## config.mk

```make
export PLATFORM = sky130hd
export DESIGN_NAME = cla_mp_add_seq
export DESIGN_NICKNAME = d
export VERILOG_FILES = /design/src/rtl/cla_mp_pkg.sv /design/src/rtl/cla_mp_add_seq_cla.sv /design/src/rtl/cla_mp_add_seq.sv
export SDC_FILE = /design/constraint.sdc
export NUM_CORES = 1
export LEC_CHECK = 0
export CAP_MARGIN = 25
export CORE_UTILIZATION = 51
export CTS_CLUSTER_SIZE = 28
export DETAILED_ROUTE_END_ITERATION = 8
export GPL_ROUTABILITY_DRIVEN = 0
export GPL_TIMING_DRIVEN = 0
export PLACE_DENSITY = 0.92
export SYNTH_ARGS = -nofsm -noshare
export SYNTH_HDL_FRONTEND = slang
export SYNTH_HIERARCHICAL = 1
export SYNTH_SLANG_ARGS = --single-unit
```

## constraint.sdc

```tcl
create_clock -name clk -period 6.67 [get_ports clk]
set_input_delay 2.001 -clock clk [delete_from_list [all_inputs] [get_ports clk]]
set_output_delay 2.001 -clock clk [all_outputs]
set_load 0.005 [all_outputs]
```

## src/rtl/cla_mp_pkg.sv

```systemverilog
// Shared definitions for the multi-precision CLA add sequencer: word width,
// FSM state encoding and the index-width helper.
package cla_mp_pkg;

    localparam int WORD_W = 32;

    typedef enum logic [1:0] {
        S_IDLE,
        S_RUN,
        S_DONE
    } state_t;

    // Word-index width; a single-word build still gets a 1-bit counter.
    function automatic int idx_w(input int n);
        int w;
        w = $clog2(n);
        return (w < 1) ? 1 : w;
    endfunction

endpackage

```

## src/rtl/cla_mp_add_seq_cla.sv

```systemverilog
// 32-bit carry-lookahead adder: 4-bit groups with group generate/propagate
// lookahead across groups.
module cla_mp_add_seq_cla
    import cla_mp_pkg::*;
(
    input  logic [WORD_W-1:0] a,
    input  logic [WORD_W-1:0] b,
    input  logic              cin,
    output logic [WORD_W-1:0] s,
    output logic              cout
);

    logic [WORD_W-1:0] g;
    logic [WORD_W-1:0] p;
    logic              c_grp;
    logic              c_bit;
    logic              gg;
    logic              gp;

    assign g = a & b;
    assign p = a ^ b;

    always_comb begin
        s     = '0;
        c_grp = cin;
        c_bit = 1'b0;
        gg    = 1'b0;
        gp    = 1'b1;
        for (int grp = 0; grp < WORD_W / 4; grp++) begin
            c_bit = c_grp;
            gg    = 1'b0;
            gp    = 1'b1;
            for (int k = 0; k < 4; k++) begin
                s[grp*4+k] = p[grp*4+k] ^ c_bit;
                c_bit      = g[grp*4+k] | (p[grp*4+k] & c_bit);
                gg         = g[grp*4+k] | (p[grp*4+k] & gg);
                gp         = gp & p[grp*4+k];
            end
            // Group carry-out comes from lookahead terms, not the in-group chain.
            c_grp = gg | (gp & c_grp);
        end
        cout = c_grp;
    end

endmodule

```

## src/rtl/cla_mp_add_seq.sv

```systemverilog
// Multi-precision add sequencer: one 32-bit word pair per cycle through a single
// shared CLA, LSW first. Optional subtract mode under CLA_MP_ADD_SEQ_SUB_EN.
module cla_mp_add_seq
    import cla_mp_pkg::*;
#(
    parameter int NWORDS = 4
) (
    input  logic                     clk,
    input  logic                     rst_n,
    input  logic                     in_valid,
    output logic                     in_ready,
    input  logic [WORD_W*NWORDS-1:0] op_a,
    input  logic [WORD_W*NWORDS-1:0] op_b,
    input  logic                     cin,
`ifdef CLA_MP_ADD_SEQ_SUB_EN
    input  logic                     op_sub,
`endif
    output logic                     out_valid,
    input  logic                     out_ready,
    output logic [WORD_W*NWORDS-1:0] sum,
    output logic                     cout,
    output logic                     busy
);

    // Handshakes: a transfer happens on a rising edge where valid and ready are
    // both high; in_ready is high only in IDLE, out_valid only in DONE.

    localparam int W  = WORD_W * NWORDS;
    localparam int IW = idx_w(NWORDS);
    localparam logic [IW-1:0] LAST_IDX = IW'(NWORDS - 1);

    state_t            state;
    state_t            state_nxt;
    logic [IW-1:0]     idx;
    logic              carry_reg;
    logic [W-1:0]      a_reg;
    logic [W-1:0]      b_reg;
    logic [W-1:0]      sum_r;
    logic              cout_r;
`ifdef CLA_MP_ADD_SEQ_SUB_EN
    logic              sub_reg;
`endif

    logic [WORD_W-1:0] cla_a;
    logic [WORD_W-1:0] cla_b;
    logic [WORD_W-1:0] cla_s;
    logic              cla_cin;
    logic              cla_cout;

    always_ff @(posedge clk or negedge rst_n) begin
        if (!rst_n) begin
            state <= S_IDLE;
        end else begin
            state <= state_nxt;
        end
    end

    always_comb begin
        state_nxt = state;
        in_ready  = 1'b0;
        out_valid = 1'b0;
        busy      = 1'b1;
        case (state)
            S_IDLE: begin
                in_ready = 1'b1;
                busy     = 1'b0;
                if (in_valid) state_nxt = S_RUN;
            end
            S_RUN: begin
                if (idx == LAST_IDX) state_nxt = S_DONE;
            end
            S_DONE: begin
                out_valid = 1'b1;
                if (out_ready) state_nxt = S_IDLE;
            end
            default: state_nxt = S_IDLE;
        endcase
    end

    // CLA inputs are parked at zero outside RUN so the shared adder stays quiet.
    always_comb begin
        cla_a   = '0;
        cla_b   = '0;
        cla_cin = 1'b0;
        if (state == S_RUN) begin
            cla_a   = a_reg[idx*WORD_W +: WORD_W];
            cla_b   = b_reg[idx*WORD_W +: WORD_W];
`ifdef CLA_MP_ADD_SEQ_SUB_EN
            if (sub_reg) cla_b = ~b_reg[idx*WORD_W +: WORD_W];
`endif
            cla_cin = carry_reg;
        end
    end

    cla_mp_add_seq_cla u_cla (
        .a    (cla_a),
        .b    (cla_b),
        .cin  (cla_cin),
        .s    (cla_s),
        .cout (cla_cout)
    );

    always_ff @(posedge clk or negedge rst_n) begin
        if (!rst_n) begin
            idx       <= '0;
            carry_reg <= 1'b0;
            a_reg     <= '0;
            b_reg     <= '0;
            sum_r     <= '0;
            cout_r    <= 1'b0;
`ifdef CLA_MP_ADD_SEQ_SUB_EN
            sub_reg   <= 1'b0;
`endif
        end else begin
            case (state)
                S_IDLE: begin
                    if (in_valid) begin
                        a_reg <= op_a;
                        b_reg <= op_b;
                        idx   <= '0;
`ifdef CLA_MP_ADD_SEQ_SUB_EN
                        sub_reg   <= op_sub;
                        carry_reg <= op_sub ? 1'b1 : cin;
`else
                        carry_reg <= cin;
`endif
                    end
                end
                S_RUN: begin
                    sum_r[idx*WORD_W +: WORD_W] <= cla_s;
                    carry_reg                   <= cla_cout;
                    if (idx == LAST_IDX) begin
                        cout_r <= cla_cout;
                    end else begin
                        idx <= idx + 1'b1;
                    end
                end
                default: ;
            endcase
        end
    end

    assign sum  = sum_r;
    assign cout = cout_r;

endmodule

```

==> metrics list <==
- The run finished with clean final reports.
* Number of synthesized register bits: 390
- The startpoint identified for the worst hold timing path is sum[58].
* Endpoint kind of the worst setup timing path: register
- Of all nets on the critical path, the largest fanout is 10.
- Worst setup slack for register-to-register paths: 0.98 ns
- The analysis attributes to cell leakage a power of 10.3 nW.
- Remaining max-slew budget at the tightest pin: 52.8%
* Post-CTS resize count: 0
- TritonCTS clock tree: built
- Post-route insts no fill: 2216
- CP max stage delay: 0.56 ns
- DIE WIDTH: 191 um
- Kind of start point of the critical path: register
- The number of cells on the worst reg-to-reg path is 17.
- Timing analysis after detailed placement gives a worst setup slack of 1.04 ns.
* Post-synth EDFFs: 0
* Number of buffers inserted during clock tree synthesis: 42
* Post-synthesis to final-layout area growth: 33.6%
- Once placement finished, the instance area stood at 0.0227 mm2.
- Min cycle time layout: 5.69 ns
* Area fraction of the dominant cell type after synthesis: 53.8%
- Timing would allow up to 0.176 GHz.
* Initial core utilization: 52.1%
* Core area: 0.0348 mm2
- Register share of total power: 31.5%
- Sequential-to-total area share from yosys stat: 53.8%
- The path class of the tightest hold or removal check is reg -> reg.
* Worst path setup slack after routing: 0.983 ns
- Data on the critical path arrives at its endpoint at 6.13 ns.
- Number of antenna violations at the first check in global routing: 25
- Clock Tree Root: clkbuf_16
- The total count of max-transition violations in the final report was 0.
- Hold-fix buffers, CTS: 0
- Most frequent cell on the critical path: fa_1
* Reported max-cap violation count: 0
- The completed layout was analyzed and its total power is 13.0 mW.
- On the final layout, the worst clock skew is 0.0129 ns.
- Setup repair after global routing left no endpoint under its margin.
- For this run, asynchronously set or reset flops after synthesis account for 100%.
- Once layout is done, the placed cells without fillers occupy 0.0242 mm2.
- In this run the power density over the cells is 535 mW/mm2.
* Number of unique standard cell types used by synthesis: 50
* Total of fill cells in the finished design: 2294
- Internal power consumption: 8.07 mW
- Tot GR Track Use: 29.6%
- Counting instances, the worst hold path has a depth of 2.
- Wire length per cell: 23.7 um
- Wire length after detailed routing: 52400 um
* Main flop type after synthesis: dfrtp_1
- For this run, design rule violations remaining after detail routing come to 0.
- Clk pwr share: 19.1%
- Summed over all nets, the switching power comes to 4.90 mW.
- During I/O placement, the number of pins put on the boundary was 393.
- End point of the worst hold path: sum[58]
- Yosys printed 6 warnings.
- Clock Path Buffers: 3
- Data required time of the critical path: 7.12 ns
* Number of hold violations in the final report: 0
- Clock transition at the registers of the reported paths: 0.06 ns
* Global-route wire length before repair: 80300 um
- Slew at the pin with the worst max-slew slack: 0.708 ns
- Via Count: 12738
- IR analysis of the VDD net gives a maximum drop of 0.271 mV.
- The via count of the first global-routing pass was 13762.
- Chain of cells forming the critical path: buf_2 > clkbuf_1 > mux4_2 > nor2b_1 > ha_1 > a21o_1 > a221oi_1 > o21ai_1 > a31oi_4 > a31oi_1 > or2_1 > fa_1 > fa_1 > fa_1 > xor2_1 > nand2_1 > o21ai_0
* Combinational share of power: 49.4%
- The critical path is of the reg -> reg type.
- Latest clock arrival within the worst-skew pair: 0.54 ns
- Entering global routing, the biggest net connects 120 pins.
- DR iter-0 viols: 599
- Final setup violation count: 0
- Syn Nets: 1596
* Inst Count DP: 2124
- Post-Syn Area: 0.0181 mm2
* Number of setup buffers added after CTS: 0
- Number of buffer cells added on primary ports: 392
- Vertical die dimension: 191 um
- In this design, the largest share of critical-path delay is due to adder cells.
- The total overflow left after global routing is 0.
- The wire-length estimate of the detail-placed layout is 39600 um.
- The worst register-to-register path ends at sum[91].
- CTS sink cnt: 390
- Ranked by total cell area, the synthesized netlist is headed by dfrtp_1 54%, mux2_1 14%, mux4_2 7.9%.
- In this run the mean area of a mapped cell was 14.2 um2.
- For this run, the post-layout net count is 2035.
- Among all stages on the critical path, the largest delay is contributed by clkbuf_1.
- R2r startpoint: idx[1]
- Post-synthesis cell type with the largest combined area: dfrtp_1
- Fraction of the cycle the final worst path needs: 85.3%
- Proportion of layout cells with a drive suffix above 1: 13.7%
- Net switching is 37.8% of the power.
- The count of nets left with antenna violations once routing finished came out at 0.
- In this run the core area contains 68 standard-cell rows.
* Max H-tree Level: 2
- The critical path contains buffers and inverters numbering 2 combined.
* Die Footprint: 0.0363 mm2
* Average vias per placed instance: 5.75
* Aggregate negative setup slack: 0 ns
- Synthesized netlist cell count: 1274
- Total iterations of the first detailed-routing run: 5
power groups by stage:
| stage | clock network, mW | logic (mW) | registers [mW] |
|---|---|---|---|
| floorplan | 0 | 3.99 | 3.89 |
| global placement | 0 | 6.10 | 4.03 |
| detailed placement | 0 | 6.31 | 4.10 |
| CTS | 2.50 | 6.39 | 4.08 |
| global route | 2.61 | 6.87 | 4.21 |
| finish | 2.47 | 6.40 | 4.09 |
worst max-delay path by stage:
| stage | startpoint | endpoint | slack, ns | depth (start not counted) |
|---|---|---|---|---|
| floorplan | idx[0] | sum[91] | 2.07 | 18 |
| global placement | rst_n | a_reg[89] | -12.71 | 1 |
| detailed placement | idx[1] | sum[91] | 1.04 | 17 |
| CTS | idx[1] | sum[91] | 0.97 | 17 |
| global route | state[1] | sum[91] | 0.70 | 18 |
| finish | idx[1] | sum[91] | 0.98 | 17 |
area by class of cell:
| cell class | count | area (um2) | share of cell area [%] |
|---|---|---|---|
| well taps | 455 | 569 | 2.35 |
| repair buffers | 395 | 4010 | 16.6 |
| plain buffers | 83 | 623 | 2.57 |
| flip-flops and latches | 390 | 9760 | 40.3 |
| inverters | 13 | 48.8 | 0.201 |
| diodes | 20 | 50.0 | 0.207 |
| clock buffers | 57 | 1220 | 5.04 |
| multi-input cells | 788 | 7710 | 31.8 |
| clock inverters | 15 | 241 | 0.996 |
cell usage after synthesis (2+ instances only):
cell      instances
xor2_1            8
or2_1             2
a211o_1           2
clkbuf_1         31
or2_2             2
fa_1             24
a22o_1           64
mux4_2           64
inv_1            13
buf_2            18
o21ai_1           5
nand2_1         133
nor4b_4           3
buf_8            11
a21oi_1          13
mux2_1          221
nand2b_1          2
nand3b_1          2
dfrtp_1         390
nand3b_4          2
buf_4             2
o21ai_0          68
nor2_1            5
mux2_2           36
ha_1             37
a21oi_2           2
nor2b_1          64
o21a_1            3
a21o_1            3
nand4_1           4
buf_6            21
placed cells by master (no fill, tap or decap), types with 3 or more instances in the layout:
cell / n
mux2_2: 36
nand4_1: 4
a22o_1: 64
clkbuf_1: 38
mux2_1: 221
mux4_2: 64
o21ai_0: 68
nor4b_4: 3
nor2_1: 5
buf_8: 12
a21o_1: 3
inv_1: 13
o21ai_1: 5
bufinv_16: 6
nand2_1: 133
ha_1: 37
clkbuf_16: 45
nor2b_1: 64
fa_1: 24
dfrtp_1: 390
clkdlybuf4s50_1: 391
buf_16: 3
buf_6: 21
a21oi_1: 13
buf_2: 18
diode_2: 20
o21a_1: 3
xor2_1: 8
clkinv_2: 4
clkbuf_8: 5
metal layers:
metal	vias to the layer above	part of all wire, %	track usage (%)
li1	5470	-	-
met1	6524	39	38.3
met2	576	49	47.8
met3	164	6.1	4.69
met4	4	5.2	16.2
met5	-	0.050	0
tightest hold or removal path: stages (launching register included):
cell,delay [ns]
dfrtp_1,0.34
nand2_1,0.05
o21ai_0,0.06
stage by stage:
stage | hold slack, ns | utilization, %
after floorplan | 0.452 | -
after global placement | 0.461 | 65.0
after global routing | 0.502 | 69.6
after CTS | 0.484 | 69.5
final | 0.480 | 69.6
after detailed placement | 0.470 | 65.3
cell families (layout without fill, tap and decap cells):
logic type | count (synthesis) | count (layout) | synth area share, %
other | 0 | 20 | 0
AOI/OAI and AO/OA | 171 | 171 | 6.49
DFF | 390 | 390 | 53.8
xor gates and xnor gates | 8 | 8 | 0.386
adders and majority gates | 61 | 61 | 5.20
buffers and inverters | 96 | 563 | 3.70
muxes | 322 | 322 | 24.0
and+or+nand+nor | 226 | 226 | 6.47
No activity file was read; power rests on OpenSTA's default activity.
